==> src/rtl/boron_key_schedule_if.sv <==
// ---------------------------------------------------------------------------
// boron_key_schedule_if
// Handshake bundle between the BORON key schedule and its neighbours.
//   key_in/key_load/key_ready : master-key load handshake (into the schedule)
//   round_key/rk_valid/rk_ready: round-key stream (out of the schedule)
//   rk_round/rk_last           : index of the presented key, last-key flag
//   done                       : one-cycle pulse after the final key is taken
// master = key schedule side, slave = key source / round datapath side.
// ---------------------------------------------------------------------------
interface boron_key_schedule_if #(
    parameter int CNT_W = 5
);
    logic [79:0]      key_in;
    logic             key_load;
    logic             key_ready;
    logic [63:0]      round_key;
    logic             rk_valid;
    logic             rk_ready;
    logic [CNT_W-1:0] rk_round;
    logic             rk_last;
    logic             done;

    modport master (
        input  key_in, key_load, rk_ready,
        output key_ready, round_key, rk_valid, rk_round, rk_last, done
    );

    modport slave (
        output key_in, key_load, rk_ready,
        input  key_ready, round_key, rk_valid, rk_round, rk_last, done
    );
endinterface

==> src/rtl/boron_key_schedule.sv <==
// ---------------------------------------------------------------------------
// boron_key_schedule
// Round-key generator for the BORON cipher (64-bit block, 80-bit key).
// Loads an 80-bit master key, then presents RK0..RK(ROUNDS) one at a time on
// a valid/ready stream; the key register advances only when a key is taken.
// Ports:
//   clk : system clock, rising edge
//   rst : synchronous active-low reset
//   ks  : boron_key_schedule_if.master (load handshake + round-key stream)
// All outputs decode registered state only; key_load and rk_ready never reach
// an output combinationally.
// ---------------------------------------------------------------------------
module boron_key_schedule #(
    parameter int ROUNDS = 25,
    parameter int CNT_W  = 5
) (
    input  logic                   clk,
    input  logic                   rst,
    boron_key_schedule_if.master   ks
);

    typedef enum logic [1:0] {
        S_IDLE = 2'd0,
        S_RUN  = 2'd1,
        S_DONE = 2'd2
    } state_e;

    state_e           state_q, state_d;
    logic [79:0]      key_q,   key_d;
    logic [CNT_W-1:0] r_q,     r_d;
    logic [CNT_W-1:0] r_next;
    logic             at_last;

    function automatic logic [3:0] sbox(input logic [3:0] x);
        logic [3:0] y;
        case (x)
            4'h0: y = 4'hE;  4'h1: y = 4'h4;  4'h2: y = 4'hB;  4'h3: y = 4'h1;
            4'h4: y = 4'h7;  4'h5: y = 4'h9;  4'h6: y = 4'hC;  4'h7: y = 4'hA;
            4'h8: y = 4'hD;  4'h9: y = 4'h2;  4'hA: y = 4'h0;  4'hB: y = 4'hF;
            4'hC: y = 4'h8;  4'hD: y = 4'h5;  4'hE: y = 4'h3;  default: y = 4'h6;
        endcase
        return y;
    endfunction

    // Rotate, then S-box the low nibble of the rotated value, then inject the
    // round constant; order matters because the rotate moves bits into [3:0].
    function automatic logic [79:0] key_update(input logic [79:0] k,
                                               input logic [4:0]  c);
        logic [79:0] t;
        t        = {k[66:0], k[79:67]};
        t[3:0]   = sbox(t[3:0]);
        t[63:59] = t[63:59] ^ c;
        return t;
    endfunction

    assign r_next  = r_q + 1'b1;
    assign at_last = (r_q == CNT_W'(ROUNDS));

    always_ff @(posedge clk) begin
        if (!rst) begin
            state_q <= S_IDLE;
            key_q   <= '0;
            r_q     <= '0;
        end else begin
            state_q <= state_d;
            key_q   <= key_d;
            r_q     <= r_d;
        end
    end

    always_comb begin
        state_d      = state_q;
        key_d        = key_q;
        r_d          = r_q;
        ks.key_ready = 1'b0;
        ks.rk_valid  = 1'b0;
        ks.done      = 1'b0;

        case (state_q)
            S_IDLE: begin
                ks.key_ready = 1'b1;
                if (ks.key_load) begin
                    key_d   = ks.key_in;
                    r_d     = '0;
                    state_d = S_RUN;
                end
            end
            S_RUN: begin
                ks.rk_valid = 1'b1;
                if (ks.rk_ready) begin
                    // The final key is consumed without touching K, so the
                    // register still shows RK(ROUNDS) afterwards.
                    if (at_last) begin
                        state_d = S_DONE;
                    end else begin
                        key_d = key_update(key_q, r_next[4:0]);
                        r_d   = r_next;
                    end
                end
            end
            S_DONE: begin
                ks.done = 1'b1;
                state_d = S_IDLE;
            end
            default: begin
                state_d = S_IDLE;
            end
        endcase
    end

    assign ks.round_key = key_q[63:0];
    assign ks.rk_round  = r_q;
    assign ks.rk_last   = (state_q == S_RUN) && at_last;

endmodule

==> src/flat_wrapper.sv <==
// flat-port wrapper written by rule: the top's interface ports become plain ports
module boron_key_schedule_flat 
#(
    parameter int ROUNDS = 25,
    parameter int CNT_W  = 5
)
  (clk, rst, ks_key_in, ks_key_load, ks_rk_ready, ks_key_ready, ks_round_key, ks_rk_valid, ks_rk_round, ks_rk_last, ks_done);
  boron_key_schedule_if #(.CNT_W(CNT_W)) ks_i ();
  input  logic clk;
  input  logic rst;
  input wire logic [$bits(ks_i.key_in)-1:0] ks_key_in;
  input wire logic [$bits(ks_i.key_load)-1:0] ks_key_load;
  input wire logic [$bits(ks_i.rk_ready)-1:0] ks_rk_ready;
  output wire logic [$bits(ks_i.key_ready)-1:0] ks_key_ready;
  output wire logic [$bits(ks_i.round_key)-1:0] ks_round_key;
  output wire logic [$bits(ks_i.rk_valid)-1:0] ks_rk_valid;
  output wire logic [$bits(ks_i.rk_round)-1:0] ks_rk_round;
  output wire logic [$bits(ks_i.rk_last)-1:0] ks_rk_last;
  output wire logic [$bits(ks_i.done)-1:0] ks_done;
  assign ks_i.key_in = ks_key_in;
  assign ks_i.key_load = ks_key_load;
  assign ks_i.rk_ready = ks_rk_ready;
  assign ks_key_ready = ks_i.key_ready;
  assign ks_round_key = ks_i.round_key;
  assign ks_rk_valid = ks_i.rk_valid;
  assign ks_rk_round = ks_i.rk_round;
  assign ks_rk_last = ks_i.rk_last;
  assign ks_done = ks_i.done;
  boron_key_schedule #(.ROUNDS(ROUNDS), .CNT_W(CNT_W)) u_core (.clk(clk), .rst(rst), .ks(ks_i));
endmodule
==> config.mk <==
export PLATFORM = sky130hd
export DESIGN_NAME = boron_key_schedule_flat
export DESIGN_NICKNAME = d
export VERILOG_FILES = /design/src/rtl/boron_key_schedule_if.sv /design/src/rtl/boron_key_schedule.sv /design/src/flat_wrapper.sv
export SDC_FILE = /design/constraint.sdc
export NUM_CORES = 1
export LEC_CHECK = 0
export ABC_AREA = 1
export CELL_PAD_IN_SITES_DETAIL_PLACEMENT = 0
export CELL_PAD_IN_SITES_GLOBAL_PLACEMENT = 1
export CORE_UTILIZATION = 29
export DETAILED_ROUTE_END_ITERATION = 10
export GPL_ROUTABILITY_DRIVEN = 0
export HOLD_SLACK_MARGIN = 0.12
export PLACE_DENSITY_LB_ADDON = 0.12
export SYNTH_ARGS = -nofsm -noshare
export SYNTH_HDL_FRONTEND = slang
export SYNTH_SLANG_ARGS = --single-unit
export TNS_END_PERCENT = 100
==> constraint.sdc <==
create_clock -name clk -period 6.5 [get_ports clk]
set_clock_uncertainty 0.1 [all_clocks]
set_input_delay 1.3 -clock clk [delete_from_list [all_inputs] [get_ports clk]]
set_output_delay 1.3 -clock clk [all_outputs]
set_load 0.02 [all_outputs]
# After elaboration in Yosys (flattened, before gate mapping)
# Memory sizes are Yosys's and may differ from the RTL's. A register that Yosys moved wholly into a read port is not among the register bits.
# Cells that the tools add are included.
[totals]
regBits = 87
output_inout_bits = 73
rom_bits = 64
in_bits = 84
mem_count = 1
[memory_table]
columns = ["name", "depth", "width", "read_ports", "rd_ports_with_merged_regs", "write_ports", "line", "rtl"]
rows = [
  ["(no name shown)", 16, 4, 1, 1, 0, "boron_key_schedule.sv:36", "case (x)"],
]
[classes]
bitwise = 1
n_addsub = 1
muxes = 17
eq_ne = 7
n_reduce_logical = 5
[ops]
columns = ["cell", "count"]
rows = [
  ["2-to-1 mux 80 bit", 3],
  ["case mux 80 bit (2 select lines)", 1],
  ["2-to-1 mux 5 bit", 3],
  ["case mux 5 bit (2 select lines)", 1],
  ["2-to-1 mux 4 bit", 2],
  ["2-to-1 mux 2 bit", 3],
  ["inequality test 2 bit, second input constant", 3],
  ["adder 5 x 1 -> 5 bit, second input constant", 1],
  ["equality test 5 bit, second input constant", 1],
  ["XOR 5 bit", 1],
  ["case mux 2 bit (2 select lines)", 1],
  ["AND reduction 4 bit", 1],
  ["2-to-1 mux 1 bit", 3],
  ["AND reduction 3 bit", 1],
  ["equality test 2 x 1 -> 1 bit, second input constant", 1],
  ["equality test 2 bit, second input constant", 1],
  ["logical NOT 2 bit", 1],
  ["inequality test 2 x 1 -> 1 bit, second input constant", 1],
  ["nonzero test 2 bit", 1],
  ["logical AND 1 bit", 1],
]

# Depth between registers and ports, before layout
# Gate-level depths: netlist of run 1.
[depth]
ltp_word = 7
depth_mapped = 17
ltp_nobuf = 16

# Least setup slack after synthesis of run 1
# Ideal clock, no wire load.
[synth_timing]
path_type = "input to register"
start = "input port ks_rk_ready"
end = "register with a tool-made name"
required_time_ns = 6.287
n_path_buf = 1
path_slack_ns = 3.568
arrival_time_ns = 2.719
cell_stages = 16
setup_time_ns = 0.113
path_cell_list = "inv_1 -> nand3_1 -> nand2_2 -> nor2_4 -> nand2_2 -> buf_2 -> nand2_1 -> nand2_1 -> nor2_1 -> inv_1 -> ha_1 -> inv_1 -> nand2_1 -> nand2_1 -> nand2_1 -> nand2_1"
[synth_rtl]
columns = ["item", "line", "rtl"]
rows = [
  ["from (decl)", "flat_wrapper.sv:13", "input wire logic [$bits(ks_i.rk_ready)-1:0] ks_rk_ready;"],
]

# Final worst setup path of run 1
[layout_timing]
start = "register u_core.state_q[0]"
end = "output port ks_rk_last"
[layout_between]
elab_chain_len = 2
[layout_lines]
columns = ["item", "line", "rtl"]
rows = [
  ["from (decl)", "boron_key_schedule.sv:28", "state_e state_q, state_d;"],
  ["from (signal assigned)", "boron_key_schedule.sv:65", "state_q <= state_d;"],
  ["equality test 2 x 1 -> 1 bit", "boron_key_schedule.sv:113", "assign ks.rk_last = (state_q == S_RUN) && at_last;"],
  ["logical AND 1 bit", "boron_key_schedule.sv:113", ""],
  ["to (decl)", "flat_wrapper.sv:18", "output wire logic [$bits(ks_i.rk_last)-1:0] ks_rk_last;"],
]
# Every way passes these cells.

==> results of run 1 <==
-- worst min-delay path, stage by stage (launching register included) --
cell and delay [ns]:
sky130_fd_sc_hd__dfxtp_1 0.31, sky130_fd_sc_hd__nand2_1 0.06, sky130_fd_sc_hd__a31oi_1 0.07
-- power groups by stage --
stage / Clock, mW / Combinational (mW) / Sequential (mW)
after floorplan: 0 / 0.289 / 0.662
after global placement: 0 / 0.396 / 0.688
after detailed placement: 0 / 0.398 / 0.687
after CTS: 0.490 / 0.400 / 0.676
after global routing: 0.515 / 0.432 / 0.683
final: 0.478 / 0.395 / 0.675
-- layout make-up --
| cell class | instances | area (um2) |
|---|---|---|
| fillers | 1660 | 9390 |
| multi-input cells | 417 | 2010 |
| flip-flops and latches | 91 | 1820 |
| repair buffers | 160 | 1590 |
| well taps | 211 | 264 |
| clock buffers | 12 | 256 |
| inverters | 24 | 92.6 |
-- how the worst min path moves through the flow --
| stage | end | cells past startpoint | slack (ns) |
|---|---|---|---|
| after floorplan | u_core.key_q[2]$_SDFFE_PN0N_ | 2 | 0.35 |
| after global placement | u_core.key_q[77]$_SDFFE_PN0N_ | 2 | 0.37 |
| after detailed placement | u_core.key_q[77]$_SDFFE_PN0N_ | 2 | 0.38 |
| after CTS | u_core.key_q[77]$_SDFFE_PN0N_ | 2 | 0.39 |
| after global routing | u_core.key_q[78]$_SDFFE_PN0N_ | 2 | 0.41 |
| final | u_core.key_q[10]$_SDFFE_PN0N_ | 2 | 0.39 |
-- through the flow --
stage                     hold slack (ns)   util
after floorplan                     0.346      -
after global placement              0.370  0.375
after detailed placement            0.380  0.375
after CTS                           0.394  0.391
after global routing                0.412  0.391
final                               0.393  0.391
-- state kept, by name, summed over array words and instances, names as in the netlist, named ones only --
register	cells
u_core.ks.rk_round	5
u_core.key_q	80
u_core.state_q	2
-- placed cells by master, fill, tap and decap left out, types with 3 or more instances in the layout --
| cell type | synthesis | routed |
|---|---|---|
| sky130_fd_sc_hd__nand2_1 | 195 | 194 |
| sky130_fd_sc_hd__clkdlybuf4s50_1 | 0 | 155 |
| sky130_fd_sc_hd__dfxtp_1 | 91 | 91 |
| sky130_fd_sc_hd__a31oi_1 | 71 | 71 |
| sky130_fd_sc_hd__o21ai_1 | 66 | 66 |
| sky130_fd_sc_hd__inv_1 | 23 | 23 |
| sky130_fd_sc_hd__nand3_1 | 23 | 23 |
| sky130_fd_sc_hd__o21ai_0 | 18 | 18 |
| sky130_fd_sc_hd__nor2_1 | 13 | 13 |
| sky130_fd_sc_hd__a21oi_1 | 9 | 9 |
| sky130_fd_sc_hd__clkbuf_16 | 0 | 9 |
| sky130_fd_sc_hd__xor2_1 | 5 | 5 |
| sky130_fd_sc_hd__ha_1 | 4 | 4 |
| sky130_fd_sc_hd__buf_4 | 75 | 4 |
| sky130_fd_sc_hd__nand2_2 | 2 | 3 |
-- routing by layer --
metal,routed length (um),share of wire,GRT usage,vias up
met2,6740,0.44,0.284,135
li1,-,-,-,2205
met4,257,0.017,0.0567,0
met3,991,0.065,0.0491,10
met5,0,0,0,-
met1,7160,0.47,0.248,1992
-- logic make-up (layout without fill, tap and decap cells) --
kind of cell    count (synthesis)  count (layout)
fa+ha+maj                       4               4
buf+inv                       133             196
xor+xnor                        6               6
compound gates                167             167
simple gates                  240             240
flops                          91              91
==> metrics list, run 1 <==
* Average vias per placed instance: 4.75
- Clock root buffer: sky130_fd_sc_hd__clkbuf_16
* Area after DPL: between 5000 and 6000 um2
- Number of buffers on the longest clock path: 2
- Of the post-synthesis cell area, the dominant cell type holds 0.393.
- Post-CTS Hold Fix Bufs: 0
- Setup violations remaining at the end of the flow were counted as 0.
- Data arrives at the worst endpoint at 2.63 ns.
- The final number of hold-violating endpoints was 0.
- Post-Syn Area per Cell: 7.24 um2
* Worst endpoint required time: just over 5 ns
* I/O Buffers: 156
* Cts bufs inserted: 9
- Worst setup path startpoint: u_core.state_q[0]$_SDFFE_PN0P_
- Path type of the worst min-delay path: reg -> reg
- The final route contains 4342 vias.
- Initial antenna violation count: 0
- The routed design has 15100 um of wire.
* Slack of the worst reg-to-reg path: 3.28 ns
* Number of clock sinks: 91
- The first global-routing pass estimated 22800 um of wire.
* Setup Slack @ Placement: roughly 2.3 ns
- Area Overhead vs Synth: 30.0%
- Buffers added to address setup during post-CTS repair amount to 0.
- Cell seen most often among critical-path stages: sky130_fd_sc_hd__inv_1
* FF+latch count, synth: 91
- The initialized floorplan defines 45 standard-cell rows.
- In this design, the largest share of critical-path delay is due to simple AND/OR/NAND/NOR gates.
* Count of nets left with antenna violations after detail routing: 0
* Fraction of power consumed by combinational cells: 0.256
- Vertical die dimension: 129 um
* Fraction of registers with async set/reset: 0
- The worst setup path is captured at an output port.
* Total Nets Final: approximately 790
- During I/O placement, the number of pins put on the boundary was 157.
- Buf/Inv on CP: 3
- The critical path in this run is classified as reg -> out.
* Startpoint of the lowest-slack register-to-register path: u_core.state_q[0]$_SDFFE_PN0P_
* Width of the chip: between 100 and 150 um
* Shortest period the worst path allows: 4.03 ns
* Crit path capture: ks_rk_last
- Setup repair after global routing left no endpoint under its margin.
* Transition time at the pin with the least slew margin: 1.09 ns
- Worst Slack Setup Final: 2.47 ns
* CTS clock-pin slew for the worst setup and hold paths: 0.06 ns
- Estimated wirelength of the detail-placed design: 10800 um
* Die footprint: 16500 um2
* Clock latency of the later-clocked register in the worst-skew pair: 0.34 ns
- The via count of the first global-routing pass is 4078.
- In this run the power density over the cells is 257 nW/um2.
* Unique masters post-synth: 25
- Post-route design area: 6030 um2
* Internal power contribution: ~1.1 mW
- Synthesized-area fraction occupied by ao, oa, aoi and oai cells: 0.200
* Largest stage delay on the critical path: 0.61 ns
- The repair_antennas step left the layout with diodes totalling 0.
- Summing every instance area after synthesis gives 4640 um2.
- Of the available clock period, the critical path in the final layout requires 0.619.
- The flow ran to the end, and the final reports show no timing, DRC or antenna violations.
- Of the total power, registers draw 0.436.
- Adding up every negative setup slack in the final design gives 0 ns.
* Simple-gate portion of the synthesized area: 0.211
- For this design the static power due to leakage is 2.36 nW.
- For this configuration, the core starts out at a cell density of 0.301.
- The number of gates resized after CTS was 0.
- Sorting the synthesized cells by how often they occur yields 195 x sky130_fd_sc_hd__nand2_1, 91 x sky130_fd_sc_hd__dfxtp_1, 75 x sky130_fd_sc_hd__buf_4.
- Logic depth of the worst register-to-register path: 8
- Measured against the total synthesized area, the mux share comes to 0.
- Worst Min Path Start: u_core.key_q[77]$_SDFFE_PN0N_
- Of the total synthesized cell area, the portion taken by XOR and XNOR cells is 0.0113.
* Residual DRC: 0
* Remaining max-slew budget at the tightest pin: 0.275
- Dominant combinational cell family by area after synthesis: simple AND/OR/NAND/NOR gates
* Maximum frequency from static timing analysis: 248 MHz
* Grt total ovfl: 0
* Detailed-route wire length per cell: 16.6 um
* Share of power burned in the clock network: 0.309
- Critical R2R Capture: u_core.key_q[2]$_SDFFE_PN0N_
- In the final layout, the share of cells above drive strength 1 is 0.0341.
- Core Area: 15400 um2
- Along the worst path, the maximum fanout reaches 28.
- Final cell count without fillers: between 900 and 1000
- Entering global routing, the biggest net connects 120 pins.
- Synth top area cells: sky130_fd_sc_hd__dfxtp_1 39%, sky130_fd_sc_hd__nand2_1 16%, sky130_fd_sc_hd__buf_4 12%, sky130_fd_sc_hd__a31oi_1 9.6%, sky130_fd_sc_hd__o21ai_1 7.1%
* Reported max-cap violation count: 0
- Count of final max-slew check failures: 0
* EDFF count, synth: 0
* Crit path cell chain: inv_1 -> nor2_4 -> nand4_4 -> inv_1 -> clkdlybuf4s50_1
* Area share of fa/ha/maj cells after synthesis: 0.0108
- Of the total power, the share spent switching nets is 0.310.
* Most numerous cell in the Yosys netlist: sky130_fd_sc_hd__nand2_1
- Before antenna repair, the detailed router went through 4 iterations.
- For this design the total switching power over the nets is 0.480 mW.
* Tot Pwr: 1.55 mW
- Synth Net Count: ~730
- CP startpoint kind: flip-flop
- The critical path crosses 5 cells after its start point.
* Maximum level of the CTS H-tree: 3
- VDD sags by at most 0.139 mV.
* TritonCTS clock tree: done
* Yosys warns: 0
- The share of the Yosys chip area taken by registers is 0.393.
- Dpl cells: between 900 and 1000
* Primary FF master, synth: sky130_fd_sc_hd__dfxtp_1
- In the global route stage, overall resource usage came out at 0.184.
- The cell count after synthesis came out at 641.
* Master of the slowest instance on the critical path: sky130_fd_sc_hd__clkdlybuf4s50_1
* Number of DRC markers after the initial detailed-route iteration: 335
- The biggest area contributor in the post-synthesis netlist is sky130_fd_sc_hd__dfxtp_1.
(Power assumes the default switching activity.)
==> inputs of run 2 (changes only) <==
clock period = 3.7 ns   (was 6.5 ns; I/O delays follow)
==> run 2 against run 1 <==
Compared with the run above:
- hold slack lost 0.0072 ns
- critical endpoint unchanged
- power grew 95%
- largest cell class unchanged
- via count grew 2.4%
- register-to-register slack lost 2.2 ns
- count of clock-buffer cells in the layout shrank 3
- first-iteration DRC count shrank 11%
- routed wire length grew 2.3%
- final cell count grew 0.77%
- die area is the same
==> metrics list, run 2 (synthesis results as in run 1) <==
- The data required time at the worst endpoint was 2.86 ns (-2.24 ns).
* Estimated wirelength of the detail-placed design: 11200 um (+3.4%)
- The transition at the pin with the smallest max-transition slack came to 0.861 ns (-0.227 ns).
- I/O pin count: 157 (unchanged)
- The logic gate share of total power came to 0.234 (-0.022).
- Start-to-end type of the worst setup path: reg -> out
* Count of final max-slew check failures: 0 (unchanged)
* Final setup violation count: 0 (unchanged)
- The die extent in x was 129 um (unchanged).
- RSZ-0062 raised after global routing: no
- Leaving out fill and tap cells, the most frequent cells in the layout are 194 x sky130_fd_sc_hd__nand2_1, 155 x sky130_fd_sc_hd__clkdlybuf4s50_1, 91 x sky130_fd_sc_hd__dfxtp_1.
- The critical path starts at u_core.state_q[0]$_SDFFE_PN0P_.
* Filler Cell Count: 1658 (-0.12%)
- The TritonCTS sink count came to 91 (unchanged).
- The count of inserted antenna diode cells is 0 (unchanged).
- Setup Slack @ Placement: 0.671 ns (-1.61 ns)
- The final worst setup slack is 0.783 ns (-1.69 ns).
- The post-place instance area came to 5810 um2 (+0.61%).
- The routed wirelength normalized by instance count was 16.8 um (+1.6%).
- The worst hold path belongs to the class reg -> reg.
- The share of total power consumed by net switching was 0.294 (-0.0160).
- The initial antenna violation count is 0 (unchanged).
- Vias in the first global route: 4246 (+4.1%)
* Via total after detailed routing: 4446 (+2.4%)
* Switching pwr: 0.888 mW (+85%)
- The number of DRC markers after the initial detailed-route iteration came to 298 (-11%).
* First-pass GRT wire length: 23600 um (+3.8%)
- TritonCTS built the clock tree.
* Peak VDD IR: 0.240 mV (+73%)
- The tree is rooted in a sky130_fd_sc_hd__clkbuf_16.
- Startpoint of the lowest-slack register-to-register path: u_core.state_q[0]$_SDFFE_PN0P_
* Maximum frequency from static timing analysis: about 340 MHz
* Final-layout setup total negative slack: 0 ns (unchanged)
- Starting utilization of the core area: 0.301 (unchanged)
- The final number of hold-violating endpoints is 0 (unchanged).
- Remaining max-slew budget at the tightest pin: 0.426 (+0.151)
- Number of resized instances in the post-cts repair step: 0 (unchanged)
* Hold Path Cell Cnt: 2 (unchanged)
- CTS clock-pin slew for the worst setup and hold paths: 0.07 ns (about the same)
- Core Area: 15400 um2 (unchanged)
* Placement row count: 45 (unchanged)
* Maximum level of the CTS H-tree: 3 (unchanged)
- The cell depth of the worst flop-to-flop path is 10 (+2).
- Outcome: complete, no violations
* Most flop-heavy register: u_core.key_q
* Total Nets Final: 794 (+0.38%)
- The remaining global-route overflow came to 0 (unchanged).
- The number of max-cap violations is 0 (unchanged).
* Internal power contribution: 2.13 mW (+100%)
- Total iterations of the first detailed-routing run: 4 (unchanged)
- Power per unit of standard cell area: 489 nW/um2 (+91%)
- Crit path max fanout: 10 (-64%)
- Die footprint: 16500 um2 (unchanged)
- The final worst hold slack came to 0.386 ns (-0.00716 ns).
- CP startpoint kind: flip-flop
- Proportion of layout cells with a drive suffix above 1: 0.0450 (+0.0109)
- Setup repair bufs after CTS: 0 (unchanged)
- The number of remaining DRC errors is 0 (unchanged).
* Utilization after layout: 0.400 (+0.00933)
- The total clock buffers created by CTS came to 9 (unchanged).
* Count of nets left with antenna violations after detail routing: 0 (unchanged)
* Post-route design area: 6180 um2 (+2.4%)
- The flop-to-flop setup slack came to 1.12 ns (-2.16 ns).
* Leakage power figure: 2.42 nW (+2.7%)
* Area Overhead vs Synth: 33.1%
- Pin count of the biggest net entering global routing: 87 (-28%)
* Final worst path period share: 0.788
- I/O Buffers: 156 (unchanged)
- Number of flip-flops under the largest register name: 80 (unchanged)
- The multi-input logic area was 2010 um2 (unchanged).
- The critical path arrival was 2.08 ns (-0.55 ns).
- The height of the die is 129 um (unchanged).
* Flop pwr share: 0.393 (-0.043)
* Type of destination of the critical path: output port
* Number of buffers on the longest clock path: 2 (unchanged)
* Post-CTS Hold Fix Bufs: 0 (unchanged)
- Routed wire length: 15500 um (+2.3%)
* Total track usage: 0.189 (+0.00569)
- The clock insertion delay at the later pin of the skew report was 0.34 ns (about the same).
- Average vias per placed instance: 4.82 (+1.6%)
- The share of power burned in the clock network is 0.373 (+0.064).
- The library cell used most frequently in the layout, excluding fill and tap cells, is sky130_fd_sc_hd__nand2_1.
- Sequential cell area: 1820 um2 (unchanged)
- Hold Path End: u_core.key_q[3]$_SDFFE_PN0N_
- Shortest period the worst path allows: 2.92 ns
[run 2: stage by stage]
step | instances | power (mW)
after floorplan | 641 | 1.67
after global placement | 906 | 1.91
after detailed placement | 906 | 1.92
after CTS | 922 | 3.05
after global routing | 922 | 3.16
final | 922 | 3.02
[run 2: routing by layer]
layer | wire, um | vias up | part of all wire | global-route usage
met5 | 0 | - | 0 | 0
met4 | 214 | 0 | 0.014 | 0.0581
met3 | 911 | 12 | 0.059 | 0.0407
met2 | 7070 | 137 | 0.46 | 0.298
met1 | 7310 | 2074 | 0.47 | 0.258
li1 | - | 2223 | - | -
[run 2: layout make-up]
| cell class | count | area share |
|---|---|---|
| Multi-Input combinational cell | 417 | 0.326 |
| Sequential cell | 91 | 0.295 |
| Timing Repair Buffer | 163 | 0.262 |
| Tap cell | 211 | 0.0427 |
| Clock buffer | 9 | 0.0365 |
| Clock inverter | 7 | 0.0227 |
| Inverter | 24 | 0.0150 |
[run 2: how the worst max path moves through the flow]
stage | to | slack, ns | cells past startpoint
CTS | ks_rk_last | 0.74 | 5
global route | ks_rk_last | 0.64 | 6
global placement | flip-flop | 0.75 | 16
detailed placement | u_core.key_q[34]$_SDFFE_PN0N_ | 0.67 | 10
finish | ks_rk_last | 0.78 | 5
floorplan | flip-flop | 1.33 | 16
[run 2: power groups by stage]
stage	Clock (mW)	Combinational, mW	Sequential (mW)
after global routing	1.19	0.769	1.20
after detailed placement	0	0.707	1.21
after CTS	1.15	0.712	1.19
after global placement	0	0.701	1.21
final	1.13	0.705	1.19
after floorplan	0	0.509	1.16
[run 2: worst max-delay path: stages (launching register included)]
cell	delay, ns
sky130_fd_sc_hd__dfxtp_1	0.53
sky130_fd_sc_hd__inv_1	0.13
sky130_fd_sc_hd__nor2_4	0.19
sky130_fd_sc_hd__nand4_4	0.19
sky130_fd_sc_hd__inv_1	0.10
sky130_fd_sc_hd__clkdlybuf4s50_1	0.60
==> inputs of run 3 (changes only) <==
clock period = 2.8 ns   (was 3.7 ns; I/O delays follow)
==> run 3 against run 2 <==
Compared with the run above:
- clock power is 4% higher
- worst setup slack worse by 0.62 ns
- hold slack better by 0.0052 ns
- routed wire length is 0.15% higher
- combinational power is 34% higher
==> metrics list, run 3 (synthesis results as in run 1) <==
- Among cell families on the critical path, the largest total delay comes from buffers and inverters.
- The boundary pin count is 157 (unchanged).
- The fraction of met2 tracks used by global routing came to 0.304 (+0.00636).
- The remaining global-route overflow came to 0 (unchanged).
- STA classifies the critical path startpoint as a flip-flop.
- Number of hold-slack violations in the final timing report: 0 (unchanged)
- Core Area: 15400 um2 (unchanged)
- The worst register-to-register path begins at u_core.ks.rk_round[1]$_SDFFE_PN0N_.
- The pin count of the biggest net entering global routing came to 63 (-28%).
- Setup repair after global routing left no endpoint under its margin.
- The clock insertion delay at the later pin of the skew report is 0.34 ns (about the same).
- The routed design could run at a clock period as short as 2.64 ns.
- The flop-to-flop setup slack came to 0.45 ns (-0.67 ns).
- Crit path max fanout: 10 (unchanged)
* Final worst path period share: 0.941
- The wire length of the first global-routing pass came to 23700 um (+0.44%).
* Cts bufs inserted: 9 (unchanged)
- Number of DRC markers after the initial detailed-route iteration: 321 (+7.7%)
* Met3 layer usage reported by global route: 0.0457 (+0.00499)
- Leakage power figure: 2.43 nW (+0.39%)
* Total iterations of the first detailed-routing run: 5 (+1)
- Leaving out fill and tap cells, the most frequent cell in the layout is sky130_fd_sc_hd__nand2_1.
* Logic depth of the worst register-to-register path: 16 (+6)
- Relative to the synthesized area, the layout overhead comes to 32.9%.
* Count of final max-slew check failures: 0 (unchanged)
- Met1 routing resource usage after global routing: 0.258 (+0.000502)
* Via total after detailed routing: 4459 (+0.29%)
- Vertical die dimension: 129 um (unchanged)
- Master of the slowest instance on the critical path: sky130_fd_sc_hd__clkdlybuf4s50_1
- The buffer and inverter count on the worst path was 4 (+1).
- The tightest min-delay check is of the reg -> reg type.
* Vias in the first global route: 4166 (-1.9%)
- Routed wire length: 15500 um (+0.15%)
- Final-layout setup total negative slack: 0 ns (unchanged)
- Estimated wirelength of the detail-placed design: 11300 um (+1.3%)
- Maximum level of the CTS H-tree: 3 (unchanged)
* Average vias per placed instance: 4.80 (-0.36%)
* Outcome: complete, no violations
- Post-route design area: 6170 um2 (-0.18%)
- The post-layout net count came to 800 (+0.76%).
- The CTS clock-pin slew for the worst setup and hold paths came to 0.06 ns (about the same).
- The global routing stage identified its most utilized layer as met2.
- Reported max-cap violation count: 0 (unchanged)
- Peak VDD IR: 0.291 mV (+21%)
- The root buffer cell chosen for the clock tree is sky130_fd_sc_hd__clkbuf_16.
* Type of destination of the critical path: output port
- The cell count after placement came to 912 (+0.66%).
- Final cell count without fillers: 928 (+0.65%)
* Commonest cells after routing, fill and taps aside: 194 x sky130_fd_sc_hd__nand2_1, 155 x sky130_fd_sc_hd__clkdlybuf4s50_1, 90 x sky130_fd_sc_hd__dfxtp_1
* Hold Path Cell Cnt: 2 (unchanged)
* Power per unit of standard cell area: 598 nW/um2 (+22%)
* Post-CTS Hold Fix Bufs: 0 (unchanged)
- Number of buffers on the longest clock path: 2 (unchanged)
- Arrival time of data at the critical path endpoint: 1.98 ns (-0.10 ns)
- Number of flip-flops under the largest register name: 80 (unchanged)
- The post-CTS setup buffer count was 0 (unchanged).
- Die footprint: 16500 um2 (unchanged)
- The remaining antenna violation count after routing came to 0 (unchanged).
* Largest stage delay on the critical path: 0.60 ns (about the same)
* Final Hold Slack: 0.391 ns (+0.00516 ns)
- The final total power came to 3.69 mW (+22%).
- Total track usage: 0.190 (+0.000910)
* Starting utilization of the core area: 0.301 (unchanged)
- TritonCTS built the clock tree.
- Maximum frequency from static timing analysis: 379 MHz
* Crit path cell chain: inv_1 -> ha_1 -> nand2_1 -> inv_1 -> nand4_4 -> inv_1 -> clkdlybuf4s50_1
- The number of gates given a new drive strength after cts is 1 (+1).
* Proportion of layout cells with a drive suffix above 1: 0.0517 (+0.00667)
* Number of clock sinks: 91 (unchanged)
- The data required time at the worst endpoint came to 2.14 ns (-0.72 ns).
- Residual DRC: 0 (unchanged)
- I/O Buffers: 156 (unchanged)
- Placement row count: 45 (unchanged)
- The path with the worst hold slack has its endpoint at u_core.key_q[0]$_SDFFE_PN0N_.
- The die extent in x came to 129 um (unchanged).
- Area after DPL: 5880 um2 (+1.2%)
* Cell seen most often among critical-path stages: sky130_fd_sc_hd__inv_1
* Initial antenna violation count: 1 (+1)
- Transition time at the pin with the least slew margin: 0.608 ns (-0.253 ns)
- Remaining max-slew budget at the tightest pin: 0.594 (+0.168)
- Detailed-route wire length per cell: 16.7 um (-0.50%)
- Start-to-end type of the worst setup path: reg -> out
- Most flop-heavy register: u_core.key_q
- The total of endpoints with negative setup slack in the final report is 0 (unchanged).
run 3: changes by cell type in the layout (fill, tap and decap cells not counted), sizes merged:
cell      previous run  this run
clkinvlp             2         0
buf                  8        14
clkbuf               9        13
clkinv               1         2
bufinv               4         0
diode                0         1
run 3: per-layer routing:
layer / share of wire / vias up
met1: 0.47 / 2067
li1: - / 2229
met3: 0.066 / 7
met2: 0.46 / 156
met5: 0 / -
met4: 0.0094 / 0
run 3: worst max-delay path by stage:
stage	from	end	cells after the start
4_1_cts	u_core.state_q[0]$_SDFFE_PN0P_	ks_rk_last	5
3_3_place_gp	ks_rk_ready	flip-flop	16
5_1_grt	u_core.ks.rk_round[1]$_SDFFE_PN0N_	ks_rk_last	7
2_1_floorplan	u_core.ks.rk_round[1]$_SDFFE_PN0N_	flip-flop	17
6_report	u_core.ks.rk_round[1]$_SDFFE_PN0N_	ks_rk_last	7
3_5_place_dp	ks_key_load	flip-flop	16
run 3: area by class of cell:
type,instances,area (um2)
antenna,1,2.50
clock buffer,13,270
inverter,24,92.6
multi-input combinational,417,2010
fill,1659,9260
clock inverter,2,10.0
timing repair buffer,169,1690
sequential,91,1820
tap,211,264
run 3: through the flow:
| step | setup WS, ns | utilization |
|---|---|---|
| after floorplan | 0.544 | - |
| after global placement | 0.199 | 0.381 |
| after detailed placement | 0.109 | 0.381 |
| after CTS | 0.123 | 0.400 |
| after global routing | 0.0265 | 0.400 |
| final | 0.164 | 0.400 |
run 3: report_power, final:
group	switching, mW	leakage [nW]	internal (mW)
sequential	0.134	0.756	1.44
combinational	0.513	1.53	0.435
clock	0.504	0.141	0.668
run 3: worst min-delay path, delay by kind of cell, from the launching register on:
| kind | cells | cell delay, ns |
|---|---|---|
| AOI/OAI and AO/OA | 1 | 0.08 |
| DFF | 1 | 0.31 |
| and+or+nand+nor | 1 | 0.07 |
